## src/rtl/fifo_arb_pkg.sv

```systemverilog
// Shared types and helpers for the FIFO write-port arbiter.
// Burst lock is compiled in with FIFO_ARB_BURST_EN.
package fifo_arb_pkg;

  typedef enum logic {
    ARB_IDLE = 1'b0,
    ARB_OWN  = 1'b1
  } arb_state_t;

  function automatic int unsigned rr_next(input int unsigned ptr, input int unsigned num_req);
    return (ptr >= num_req - 1) ? 0 : ptr + 1;
  endfunction

endpackage

```

## src/rtl/rr_pick.sv

```systemverilog
// Combinational round-robin picker: first set bit of req at or after ptr,
// scanning upward and wrapping from NUM_REQ-1 to 0.
module rr_pick #(
  parameter int NUM_REQ = 4,
  localparam int IDX_W  = $clog2(NUM_REQ)
) (
  input  logic [NUM_REQ-1:0] req,
  input  logic [IDX_W-1:0]   ptr,
  output logic [NUM_REQ-1:0] onehot,
  output logic [IDX_W-1:0]   idx,
  output logic               found
);

  int               sum;
  logic [IDX_W-1:0] cand;

  always_comb begin
    onehot = '0;
    idx    = '0;
    found  = 1'b0;
    sum    = 0;
    cand   = '0;
    for (int i = 0; i < NUM_REQ; i++) begin
      sum = int'(ptr) + i;
      if (sum >= NUM_REQ) sum = sum - NUM_REQ;
      cand = IDX_W'(sum);
      if (!found && req[cand]) begin
        found        = 1'b1;
        idx          = cand;
        onehot[cand] = 1'b1;
      end
    end
  end

endmodule

```

## src/rtl/fifo_wr_arbiter.sv

```systemverilog
// Round-robin arbiter sharing one FIFO write port between NUM_REQ producers.
// Define FIFO_ARB_BURST_EN to hold a grant for up to BURST_LEN words.
module fifo_wr_arbiter
  import fifo_arb_pkg::*;
#(
  parameter int NUM_REQ    = 4,
  parameter int DATA_WIDTH = 8,
  parameter int BURST_LEN  = 4
) (
  input  logic                          clk,
  input  logic                          reset,
  input  logic [NUM_REQ-1:0]            req,
  input  logic [NUM_REQ*DATA_WIDTH-1:0] w_data_in,
  input  logic                          fifo_full,
  output logic [NUM_REQ-1:0]            ack,
  output logic [NUM_REQ-1:0]            grant,
  output logic                          fifo_wr,
  output logic [DATA_WIDTH-1:0]         fifo_w_data,
  output logic                          busy
);

  localparam int IDX_W = $clog2(NUM_REQ);

  arb_state_t         state_q, state_d;
  logic [IDX_W-1:0]   owner_q, owner_d;
  logic [IDX_W-1:0]   rr_ptr_q, rr_ptr_d;
  logic [NUM_REQ-1:0] grant_q, grant_d;
  logic               busy_q, busy_d;

  logic               owner_req, accept, last_word, release_own;
  logic [IDX_W-1:0]   next_ptr, pick_ptr, pick_idx;
  logic [NUM_REQ-1:0] owner_mask, pick_mask, pick_onehot;
  logic               pick_found;

`ifdef FIFO_ARB_BURST_EN
  localparam int CNT_W = (BURST_LEN > 1) ? $clog2(BURST_LEN) : 1;
  logic [CNT_W-1:0] cnt_q, cnt_d;
  assign last_word = (cnt_q == CNT_W'(BURST_LEN - 1));
`else
  assign last_word = 1'b1;
`endif

  assign owner_req   = req[owner_q];
  assign owner_mask  = NUM_REQ'(1) << owner_q;
  assign accept      = (state_q == ARB_OWN) && owner_req && !fifo_full;
  assign release_own = (state_q == ARB_OWN) && (!owner_req || (accept && last_word));
  assign next_ptr    = IDX_W'(rr_next(32'(owner_q), NUM_REQ));

  // The releasing owner is masked out so a handoff never re-grants it the same cycle.
  assign pick_mask = (state_q == ARB_OWN) ? (req & ~owner_mask) : req;
  assign pick_ptr  = (state_q == ARB_OWN) ? next_ptr : rr_ptr_q;

  rr_pick #(.NUM_REQ(NUM_REQ)) u_pick (
    .req    (pick_mask),
    .ptr    (pick_ptr),
    .onehot (pick_onehot),
    .idx    (pick_idx),
    .found  (pick_found)
  );

  assign ack         = accept ? owner_mask : '0;
  assign fifo_wr     = accept;
  assign fifo_w_data = (state_q == ARB_OWN) ? w_data_in[int'(owner_q)*DATA_WIDTH +: DATA_WIDTH] : '0;
  assign grant       = grant_q;
  assign busy        = busy_q;

  always_comb begin
    state_d  = state_q;
    owner_d  = owner_q;
    rr_ptr_d = rr_ptr_q;
    grant_d  = grant_q;
    busy_d   = busy_q;
`ifdef FIFO_ARB_BURST_EN
    cnt_d    = cnt_q;
`endif
    if (state_q == ARB_IDLE || release_own) begin
      if (release_own) rr_ptr_d = next_ptr;
      if (pick_found) begin
        state_d = ARB_OWN;
        owner_d = pick_idx;
        grant_d = pick_onehot;
        busy_d  = 1'b1;
`ifdef FIFO_ARB_BURST_EN
        cnt_d   = '0;
`endif
      end else begin
        state_d = ARB_IDLE;
        grant_d = '0;
        busy_d  = 1'b0;
      end
    end
`ifdef FIFO_ARB_BURST_EN
    else if (accept) begin
      cnt_d = cnt_q + CNT_W'(1);
    end
`endif
  end

  always_ff @(posedge clk or posedge reset) begin
    if (reset) begin
      state_q  <= ARB_IDLE;
      owner_q  <= '0;
      rr_ptr_q <= '0;
      grant_q  <= '0;
      busy_q   <= 1'b0;
`ifdef FIFO_ARB_BURST_EN
      cnt_q    <= '0;
`endif
    end else begin
      state_q  <= state_d;
      owner_q  <= owner_d;
      rr_ptr_q <= rr_ptr_d;
      grant_q  <= grant_d;
      busy_q   <= busy_d;
`ifdef FIFO_ARB_BURST_EN
      cnt_q    <= cnt_d;
`endif
    end
  end

endmodule

```

## config.mk

```make
export PLATFORM = sky130hd
export DESIGN_NAME = fifo_wr_arbiter
export DESIGN_NICKNAME = d
export VERILOG_FILES = /design/src/rtl/fifo_arb_pkg.sv /design/src/rtl/rr_pick.sv /design/src/rtl/fifo_wr_arbiter.sv
export SDC_FILE = /design/constraint.sdc
export NUM_CORES = 1
export LEC_CHECK = 0
export ABC_CLOCK_PERIOD_IN_PS = 2500
export BUFFER_PORTS_ARGS = -buffer_cell sky130_fd_sc_hd__buf_2
export CORE_MARGIN = 1.5
export CORE_UTILIZATION = 30
export DETAILED_ROUTE_END_ITERATION = 12
export GPL_TIMING_DRIVEN = 0
export PLACE_DENSITY = 0.68
export REMOVE_ABC_BUFFERS = 1
export SETUP_SLACK_MARGIN = 0.15
export SLEW_MARGIN = 15
export SYNTH_ARGS = -nofsm -noshare
export SYNTH_HDL_FRONTEND = slang
export SYNTH_SLANG_ARGS = --single-unit
```

## constraint.sdc

```tcl
create_clock -name clk -period 2.5 [get_ports clk]
set_clock_uncertainty 0.1 [all_clocks]
set_input_delay 0.125 -clock clk [delete_from_list [all_inputs] [get_ports clk]]
set_output_delay 0.125 -clock clk [all_outputs]
set_load 0.01 [all_outputs]
```

# Word-level counts from Yosys, hierarchy flattened
# Index checks and enable logic that the tools add are counted.
# totals
output_inout_bits	18
word_cells	94
ff_bits	9
# classes
bitwise_logic	6
n_addsub	8
n_reduce_logical	19
shifts	2
n_mux	41
order_cmp	14
# ops
operator	count
$shiftx 32x6->8	1
$mux 4	7
$mux 2	10
$lt 2x3->1 const B	5
$mux 1	14
$or 4x4->4	3
$bmux 1 s2	5
$logic_and 1x1->1	10
$ge 3x3->1 const B	3
$demux 1 s2	4
$ge 2x1->1 const B	4
$mux 8	1
$sub 2x1->2 const B	4
$add 2x2->3 const B	2
$logic_not 1->1	5
$and 4x4->4	1
$not 4->4	1
$reduce_and 2->1	2
$shl 1x2->4 const A	1
$add 2x1->3 const B	1
$ge 2x3->1 const B	1
$add 2x1->2 const B	1
$ge 2x2->1 const B	1
$logic_or 1x1->1	2
$not 1->1	1

# Longest topological paths before layout
# Gate-level depths: netlist of the first run.
# depth
depth_word	18
ltp_mapped	10

# Cells and area by module
# A second synthesis of the first run with hierarchy kept.
# hier_totals
hier_cells	115
hier_area_um2	1232.4
# by_module_without_submodules
module	n_inst	area_per_inst_um2	cells_each
fifo_wr_arbiter	1	810.8	70
rr_pick	1	421.7	45

# Least setup slack after synthesis of the first run
# Ideal clock, no wire load.
# synth_timing
path_kind	reg2reg
start	register owner_q[0]
end	register grant_q[0], in the netlist grant[0]
path_buffers	2
synth_period_minus_slack_ns	2.715
t_required_ns	2.263
arrival_ns	2.477
stages_incl_launch_ff	10
slack_ns	-0.215
path_cell_list	dfrtp_1 -> buf_2 -> inv_1 -> ha_1 -> mux2i_4 -> ha_1 -> mux4_2 -> buf_2 -> mux2i_1 -> o2111ai_1
# synth_via
elab_chain_len	18
word_cells_on_any_way	77
classes_between	8 x add/sub; 13 x order compare; 1 x shift; 34 x mux; 5 x bitwise; 16 x reduce/logical
# synth_rtl
element	line_no	source
start, declared	fifo_wr_arbiter.sv:25	logic [IDX_W-1:0] owner_q, owner_d;
start signal, assigned	fifo_wr_arbiter.sv:111	owner_q <= owner_d;
$add 2x1->2 / $ge 2x2->1 (equally long branches)	fifo_arb_pkg.sv:11	return (ptr >= num_req - 1) ? 0 : ptr + 1;
$mux 2 (*)	fifo_arb_pkg.sv:11	
via next_ptr[1]	fifo_wr_arbiter.sv:31	logic [IDX_W-1:0] next_ptr, pick_ptr, pick_idx;
$mux 2 (*)	fifo_wr_arbiter.sv:51	assign pick_ptr = (state_q == ARB_OWN) ? next_ptr : rr_ptr_q;
parallel branches: the longest is 14 deep, another holds $add 2x1->3	n/a	
$mux 4 (*)	fifo_wr_arbiter.sv:78	if (pick_found) begin
end signal, assigned	fifo_wr_arbiter.sv:113	grant_q <= grant_d;
end, declared	fifo_wr_arbiter.sv:27	logic [NUM_REQ-1:0] grant_q, grant_d;
# Mark *: on every way through the listed nets, which the timed path passes. The select of a mux whose other input is x is not followed.
# A chain may end at the register's enable or synchronous reset.

# Worst setup path after layout of the first run
# layout_timing
start	register owner_q[0]
end	register owner_q[0]
# layout_via
elab_chain_len	18
word_cells_on_any_way	54
classes_between	8 x add/sub; 5 x order compare; 1 x shift; 25 x mux; 2 x bitwise; 13 x reduce/logical
# layout_rtl
element	line_no
$add 2x1->2 / $ge 2x2->1 (equally long branches)	fifo_arb_pkg.sv:11
$mux 2 (*)	fifo_arb_pkg.sv:11
via next_ptr[1]	fifo_wr_arbiter.sv:31
$mux 2 (*)	fifo_wr_arbiter.sv:51
parallel branches: the longest is 15 deep, another holds $add 2x1->3	n/a
# Marked as above.

==> flow_summary.ini, run 1 <==
[run_status]
status = complete, no violations

[detailed_routing]
ant_nets = 0
route.detailed.drc = 0
drtIter0Drc = 97
finalWirelength_mm = 4.01
wl_per_cell_um = 14.7
vias_per_cell = 5.32
firstDrtPassIters = 4
vias = 1452

[floorplanning]
die_h_um = 71.0
core-area_um2 = 4410
row_count = 24
initial_core_util_pct = 31.4
io_pins = 57
die_w_um = 71.0
dieArea_um2 = 5040

[sta]
finalSetupViolCount = 0
fmax_mhz = 426
rsz0062_at_grt = true
drv_slew = 0
finalCritPeriodShare_pct = 93.8
hold_viol = 0
min_period_ns = 2.35
finalWorstSetupSlack_ns = 0.154
tightest_slew_ns = 0.577
relSlewSlack_pct = 61.3

[synthesis]
ys_top_cells_by_count = and2_1, ha_1, nand3_1
ys_async_sr_fraction_pct = 100
synth_warnings = 0
syn_avg_cell_area_um2 = 9.50
synth.area.top_cells = dfrtp_1, mux4_2, ha_1
netlist_area_um2 = 1390
synthCells = 146
synthFlopType = dfrtp_1
netlist.area_leader.share_pct = 16.2
synth-seq-cells = 9
yosysSeqAreaShare_pct = 16.2
synth_edf_count = 0
synth_largest_area_cell = dfrtp_1
ys_types = 42

[place]
place_ws_ns = -0.660
dp_hpwl_mm = 2.70
port_buffers = 56
gp_congestion = 0.890

[cells_and_area]
final_nets = 273
fillers = 434
drive_gt1_share_pct = 57.5
area_growth_pct = 45.5
n_antenna_cell = 0

[pwr]
power_mw = 3.36
leakage_nw = 0.931
powerDensity_nw_per_um2 = 1660
irDropWorstVdd_mv = 0.522

[critical_path]
critPathLaunchType = flip-flop
criticalPathCategory = reg -> reg
cp.arrival_ns = 2.40
end_kind = flip-flop
crit_required_ns = 2.55
crit_path_max_fanout = 7

[cts]
clk_pin_slew_ns = 0.05
cts_tree = done
insertion_delay_ns = 0.24
cts_max_level = 1
cts_max_path_buffers = 2
cts.sinks = 9
cts_root_buffer = clkbuf_8
numCtsBuffers = 3

[global_routing]
antenna_found_initial = 0
grt_use_total_pct = 14.9
grt_pass1_vias = 1344
grt_max_degree = 27
grt_remaining_overflow = 0
grt_pass1_wl_mm = 6.16

[flow_run]
cap_violations = 0

[hold_path]
hold_path_class = in -> async
==> cell families (layout without fill, tap and decap cells) <==
logic type,after synthesis,after routing,synth area share [%]
compound gates,37,37,19.1
fa+ha+maj,12,12,10.8
buf+inv,14,89,5.77
flops,9,9,16.2
mux,23,23,27.1
simple gates,51,51,20.9
==> metrics by stage <==
| stage | TNS (ns) | cell area (um2) | hold slack, ns | instances | utilization, % |
|---|---|---|---|---|---|
| after global routing | 0 | 2020 | 0.290 | 273 | 45.7 |
| after floorplan | -1.02 | 1330 | -0.147 | 138 | - |
| after CTS | 0 | 1840 | 0.254 | 258 | 41.7 |
| after detailed placement | -3.69 | 1680 | -0.0113 | 246 | 38.0 |
| final | 0 | 2020 | 0.270 | 273 | 45.7 |
| after global placement | -3.42 | 1680 | -0.0142 | 246 | 38.0 |
==> worst max-delay path: stages (launching register included) <==
cell,delay [ns]
dfrtp_4,0.50
inv_4,0.08
ha_4,0.21
mux2i_4,0.19
buf_4,0.17
inv_2,0.07
mux2_2,0.30
o21ai_0,0.10
a211o_1,0.33
a31oi_1,0.20
==> layout by cell type (no fill, tap or decap), types with 2 or more instances in the layout <==
cell,n
a21bo_2,3
a21boi_0,2
a21oi_1,2
and2_1,12
buf_2,56
buf_4,16
buf_6,4
clkbuf_8,3
dfrtp_1,6
dfrtp_4,2
ha_1,8
ha_2,2
ha_4,2
inv_1,2
inv_2,2
inv_4,2
mux2_2,3
mux2i_1,5
mux2i_2,3
mux4_2,10
nand2_1,7
nand3_1,12
nand4_1,4
nor2_1,5
nor2_4,2
nor3_1,3
o2111ai_2,4
o21ai_0,9
o22ai_1,4
==> what timing repair did <==
item / in CTS / in global routing
pin swaps: 0 / 3
hold buffers: 1 / 0
resized for setup: 15 / 16
endpoints found under the hold margin: 9 / 0
buffers inserted: 7 / 15
endpoints found under the setup margin: 6 / 5
==> state kept, by name (all words and copies together), names as in the netlist <==
| signal | count |
|---|---|
| rr_ptr_q | 2 |
| owner_q | 2 |
| state_q | 1 |
| grant | 4 |
==> final cells by class <==
type	count	area [um2]	share of cell area [%]
multi-input combinational	123	1160	57.6
clock buffer	3	41.3	2.04
timing repair buffer	79	483	23.9
clock inverter	1	5.00	0.248
tap	52	65.1	3.22
sequential	9	234	11.6
inverter	6	27.5	1.36
==> layer usage <==
layer | GRT usage, % | vias up | part of all wire (%)
met4 | 6.71 | 0 | 2.5
met2 | 27.0 | 54 | 51
met1 | 17.8 | 680 | 42
li1 | - | 709 | -
met5 | 0 | - | 0
met3 | 1.42 | 9 | 4.6
==> power by group <==
group	total (mW)	internal [mW]	leakage (nW)	switching, mW
combinational	2.89	1.50	0.798	1.39
sequential	0.296	0.228	0.107	0.0682
clock	0.173	0.109	0.0255	0.0641
total	3.36	1.84	0.931	1.53
==> final timing paths <==
| path | startpoint | endpoint | slack, ns | cells after the start |
|---|---|---|---|---|
| setup reg to reg | owner_q[0] | owner_q[0] | 0.15 | 9 |
| hold / removal | reset | grant[1] | 0.27 | 3 |
| setup / recovery | owner_q[0] | owner_q[0] | 0.15 | 9 |
| hold reg to reg | grant[3] | grant[3] | 0.41 | 2 |
| max in group asynchronous | reset | owner_q[0] | 1.77 | 3 |
| min in group clk | req[2] | state_q | 0.27 | 5 |
Note: power is estimated with default switching activity, not from simulation.
==> run 2, diff against run 1 <==
--- a/config.mk
+++ b/config.mk
@@ -5,13 +5,14 @@
 export SDC_FILE = /design/constraint.sdc
 export NUM_CORES = 1
 export LEC_CHECK = 0
-export ABC_CLOCK_PERIOD_IN_PS = 2500
+export ABC_AREA = 1
+export ABC_CLOCK_PERIOD_IN_PS = 2240
 export BUFFER_PORTS_ARGS = -buffer_cell sky130_fd_sc_hd__buf_2
 export CORE_MARGIN = 1.5
 export CORE_UTILIZATION = 30
 export DETAILED_ROUTE_END_ITERATION = 12
 export GPL_TIMING_DRIVEN = 0
-export PLACE_DENSITY = 0.68
+export PLACE_DENSITY = 0.66
 export REMOVE_ABC_BUFFERS = 1
 export SETUP_SLACK_MARGIN = 0.15
 export SLEW_MARGIN = 15
==> constraint.sdc (replaced) <==
create_clock -name clk -period 2.24 [get_ports clk]
set_clock_uncertainty 0.1 [all_clocks]
set_input_delay 0.112 -clock clk [delete_from_list [all_inputs] [get_ports clk]]
set_output_delay 0.112 -clock clk [all_outputs]
set_load 0.01 [all_outputs]
==> flow_summary.ini, run 2 <==
[run_status]
status = complete, no violations

[cells_and_area]
final_nets = 360
largest_register_ff_count = 4
fin_util_pct = 46.3
drive_gt1_share_pct = 41.9
layout_commonest_cell = buf_2
layout_common_cells = buf_2, nand2_1, nor2_1, o21ai_0
n_antenna_cell = 0
area_growth_pct = 45.2

[detailed_routing]
ant_nets = 0
finalWirelength_mm = 4.16
drtIter0Drc = 117
wl_per_cell_um = 11.6
vias_per_cell = 4.77
firstDrtPassIters = 4
route.detailed.drc = 0
vias = 1717

[cts]
cts.sinks = 9
cts_max_path_buffers = 2
cts_tree = done
numCtsBuffers = 3
insertion_delay_ns = 0.22
clk_pin_slew_ns = 0.04
cts_root_buffer = clkbuf_8
cts_max_level = 1

[sta]
relSlewSlack_pct = 76.0
fmax_mhz = 461
min_period_ns = 2.17
finalWorstSetupSlack_ns = 0.0699
rsz0062_at_grt = true
tightest_slew_ns = 0.358
drv_slew = 0
finalCritPeriodShare_pct = 96.9
tns_ns = 0
hold_viol = 0
finalSetupViolCount = 0

[floorplanning]
die_w_um = 71.7
die_h_um = 71.7
dieArea_um2 = 5150
row_count = 24
initial_core_util_pct = 31.9
io_pins = 57
core-area_um2 = 4440

[synthesis]
yosysMostFrequentCell = nand2_1
synth_edf_count = 0
netlist_area_um2 = 1420
ys_types = 23
synth.area.top_cells = dfrtp_1, nand2_1, nor2_1
syn_avg_cell_area_um2 = 5.96
synth_largest_area_cell = dfrtp_1
ys_async_sr_fraction_pct = 100
synth_warnings = 0
synthCells = 238
netlist.area_leader.share_pct = 15.9
yosysSeqAreaShare_pct = 15.9
synthFlopType = dfrtp_1
ys_top_cells_by_count = nand2_1, nor2_1, o21ai_0
synth-seq-cells = 9

[hold_path]
hold_end = rr_ptr_q[0]
hold_path_class = in -> reg
min_path_cells = 4
worstHoldStart = fifo_full

[critical_path]
slowest_stage = dfrtp_4
slowest_delay_ns = 0.42
cp.arrival_ns = 2.23
critPathLaunchType = flip-flop
rr_worst_depth = 13
crit_family = simple AND/OR/NAND/NOR gates
end_kind = flip-flop
r2r-end = owner_q[0]
rr_startpoint = owner_q[0]
crit_required_ns = 2.30
cp_cell_sequence = clkinvlp_4, ha_4, inv_4, nand2_4, o21ai_4, ha_4, nand3_2, nand2_4, nand3_4, buf_4, nand3_1, nand3_1, nand2_1
crit_path_max_fanout = 5
ff2ff_setup_slack_ns = 0.07
path_buf_inv = 3
criticalPathCategory = reg -> reg

[pwr]
powerDensity_nw_per_um2 = 1900
irDropWorstVdd_mv = 0.653
leakage_nw = 1.08

[flow_run]
cap_violations = 0

[global_routing]
use_met1_pct = 20.0
use_met2_pct = 32.3
grt_pass1_wl_mm = 7.07
antenna_found_initial = 0
grt_use_total_pct = 16.6
grt_remaining_overflow = 0
grt_pass1_vias = 1618
busiest_layer = met2
grt_max_degree = 14
use_met3_pct = 0.985

[place]
gp_congestion = 0.830
place_ws_ns = -1.29
port_buffers = 56
dp_hpwl_mm = 2.76
==> run 2: stage by stage <==
stage          std cells  power, mW  hold slack [ns]  area, um2
2_1_floorplan        231       2.32           -0.160       1380
3_3_place_gp         339       2.89          -0.0303       1720
3_5_place_dp         339       2.91          -0.0262       1720
4_1_cts              356       3.61            0.213       1960
5_1_grt              360       4.32            0.270       2060
6_report             360       3.91            0.230       2060
==> run 2: layout make-up <==
cell class | count | area [um2]
clock buffer | 4 | 45.0
timing repair buffer | 72 | 419
multi-input combinational | 198 | 1180
inverter | 24 | 106
sequential | 9 | 234
timing repair inverter | 1 | 7.51
tap | 52 | 65.1
fill | 432 | 2390
==> run 2: kinds of logic (layout without fill, tap and decap cells) <==
| logic type | after synthesis | after routing | share of synthesized area (%) |
|---|---|---|---|
| AO/OA/AOI/OAI | 38 | 38 | 14.9 |
| AND/OR/NAND/NOR | 148 | 148 | 49.2 |
| adder cells (fa/ha/maj) | 12 | 12 | 10.6 |
| flip-flops | 9 | 9 | 15.9 |
| buffers and inverters | 31 | 101 | 9.36 |
==> run 2: worst max path at each step <==
stage,from,endpoint,cells past startpoint
global route,owner_q[0],grant[3],15
global placement,owner_q[0],owner_q[1],14
detailed placement,owner_q[0],owner_q[1],14
floorplan,owner_q[0],owner_q[1],14
finish,owner_q[0],owner_q[0],13
CTS,owner_q[0],owner_q[1],14
==> run 2: worst min-delay path: cells and delay by family <==
| family | cells | cell delay, ns |
|---|---|---|
| simple gates | 2 | 0.23 |
| compound gates | 1 | 0.07 |
| buf+inv | 1 | 0.09 |
==> run 2: repair_timing <==
action / in CTS / in global routing
setup buffers: 11 / 4
pin swaps: 8 / 12
hold endpoints to repair: 9 / 0
hold buffers: 1 / 0
setup endpoints to repair: 22 / 11
cloned: 1 / 0
resized for setup: 25 / 16
==> run 2: layer usage <==
metal | wire length [um] | share of wire [%]
met4 | 8 | 0.19
met2 | 2290 | 55
met1 | 1730 | 42
met5 | 0 | 0
met3 | 127 | 3.1
==> run 2: power by group <==
| part | switching [mW] | leakage [nW] | total (mW) | internal [mW] |
|---|---|---|---|---|
| registers | 0.0657 | 0.109 | 0.313 | 0.247 |
| logic | 2.10 | 0.947 | 3.42 | 1.32 |
| clock network | 0.0540 | 0.0228 | 0.177 | 0.123 |
==> run 3, diff against run 2 <==
--- a/config.mk
+++ b/config.mk
@@ -8,8 +8,10 @@
 export ABC_AREA = 1
 export ABC_CLOCK_PERIOD_IN_PS = 2240
 export BUFFER_PORTS_ARGS = -buffer_cell sky130_fd_sc_hd__buf_2
+export CORE_ASPECT_RATIO = 0.5
 export CORE_MARGIN = 1.5
 export CORE_UTILIZATION = 30
+export CTS_BUF_LIST = sky130_fd_sc_hd__clkbuf_16
 export DETAILED_ROUTE_END_ITERATION = 12
 export GPL_TIMING_DRIVEN = 0
 export PLACE_DENSITY = 0.66
==> flow_summary.ini, run 3 (same netlist as run 2, synthesis figures left out) <==
[run_status]
status = complete, no violations

[cells_and_area]
n_antenna_cell = 0
largest_register_ff_count = 4
drive_gt1_share_pct = 40.6
area_growth_pct = 43.1
layout_common_cells = nand2_1, buf_2, nor2_1, o21ai_0, inv_1
final_nets = 355
fin_area_um2 = 2030

[detailed_routing]
route.detailed.drc = 0
wl_per_cell_um = 12.0
vias = 1719
drtIter0Drc = 82
finalWirelength_mm = 4.32
firstDrtPassIters = 4
ant_nets = 0
vias_per_cell = 4.78

[sta]
relSlewSlack_pct = 66.7
rsz0062_at_grt = true
min_period_ns = 2.22
hold_viol = 0
drv_slew = 0
fmax_mhz = 450
finalSetupViolCount = 0
tns_ns = 0
tightest_slew_ns = 0.500
finalCritPeriodShare_pct = 99.1

[floorplanning]
dieArea_um2 = 5170
core-area_um2 = 4470
initial_core_util_pct = 31.7
row_count = 17
die_h_um = 51.6
io_pins = 57
die_w_um = 100

[critical_path]
cp.arrival_ns = 2.25
ff2ff_setup_slack_ns = 0.02
end_kind = flip-flop
crit_family = simple AND/OR/NAND/NOR gates
criticalPathCategory = reg -> reg
rr_worst_depth = 15
slowest_stage = dfrtp_4
path_buf_inv = 3
r2r-end = grant[1]
slowest_delay_ns = 0.44
crit_required_ns = 2.27
critPathLaunchType = flip-flop
rr_startpoint = owner_q[0]
cp_cell_sequence = clkinvlp_4, ha_4, inv_4, nand2_4, o21ai_4, ha_4, inv_4, nand3_4, nand2_4, nand3_4, nor2_2, nor2_1, nand2_1, nand2_1, nand2_1
crit_path_max_fanout = 5
crit_start = owner_q[0]
critPathMostFrequentCell = nand2_1

[global_routing]
grt_pass1_vias = 1573
use_met3_pct = 3.90
grt_pass1_wl_mm = 6.81
grt_max_degree = 14
busiest_layer = met2
grt_remaining_overflow = 0
use_met1_pct = 20.2
use_met2_pct = 29.8
antenna_found_initial = 0
grt_use_total_pct = 16.4

[cts]
cts_max_level = 1
insertion_delay_ns = 0.24
cts_root_buffer = clkbuf_16
cts_tree = done
clk_pin_slew_ns = 0.04
cts.sinks = 9
numCtsBuffers = 3
cts_max_path_buffers = 2

[place]
dp_hpwl_mm = 2.88
port_buffers = 56
gp_congestion = 0.837
place_area_um2 = 1730

[hold_path]
min_path_cells = 5
worstHoldStart = fifo_full
hold_path_class = in -> reg
hold_end = grant[1]

[pwr]
leakage_nw = 1.07
powerDensity_nw_per_um2 = 1930
irDropWorstVdd_mv = 0.756

[flow_run]
cap_violations = 0
-- run 3: cell count changes in the layout (fill, tap and decap cells not counted), sizes merged --
cell    delta
clkbuf     -1
inv        +1
buf        -5
-- run 3: worst min-delay path: cells and delay by family --
family	cells	cell delay (ns)
and+or+nand+nor	4	0.32
buffers and inverters	1	0.11
-- run 3: layout make-up --
| class | instances | area (um2) |
|---|---|---|
| Fill cell | 467 | 2440 |
| Multi-Input combinational cell | 198 | 1160 |
| Timing Repair Buffer | 67 | 369 |
| Sequential cell | 9 | 234 |
| Inverter | 24 | 106 |
| Clock buffer | 3 | 75.1 |
| Tap cell | 57 | 71.3 |
| Timing Repair inverter | 1 | 5.00 |
| Clock inverter | 1 | 3.75 |
-- run 3: how the worst max path moves through the flow --
stage,endpoint,slack (ns),depth (start not counted)
detailed placement,owner_q[1],-1.28,14
floorplan,owner_q[1],-0.66,14
global route,grant[1],-0.11,15
finish,grant[1],0.02,15
global placement,owner_q[1],-1.23,14
CTS,owner_q[1],0.07,14
-- run 3: metrics by stage --
stage               utilization [%]  hold slack, ns  total power [mW]  std cells  setup slack [ns]
floorplan                         -          -0.160              2.32        231            -0.659
global placement               38.7         -0.0217              2.87        344             -1.23
detailed placement             38.7        -0.00835              2.92        344             -1.28
CTS                            44.4           0.243              3.70        360            0.0733
global route                   45.4           0.266              4.26        360            -0.105
finish                         45.4           0.254              3.92        360            0.0202
-- run 3: where the power goes --
group | leakage, nW | switching [mW] | internal, mW | total, mW
sequential | 0.109 | 0.0629 | 0.247 | 0.310
clock | 0.0423 | 0.0791 | 0.233 | 0.312
combinational | 0.914 | 2.09 | 1.20 | 3.29
-- run 3: repair_timing --
item,in CTS,in global routing
pin swaps,10,11
gates cloned,1,0
endpoints found under the hold margin,9,0
endpoints found under the setup margin,22,11
hold buffers,1,0
buffers inserted,10,0
gates resized for setup,23,14
-- run 3: per-layer routing --
metal	share of wire (%)	vias to the layer above	wire, um
li1	-	885	-
met1	46	779	1990
met2	48	51	2060
met3	5.0	4	216
met4	1.1	0	47
met5	0	-	0
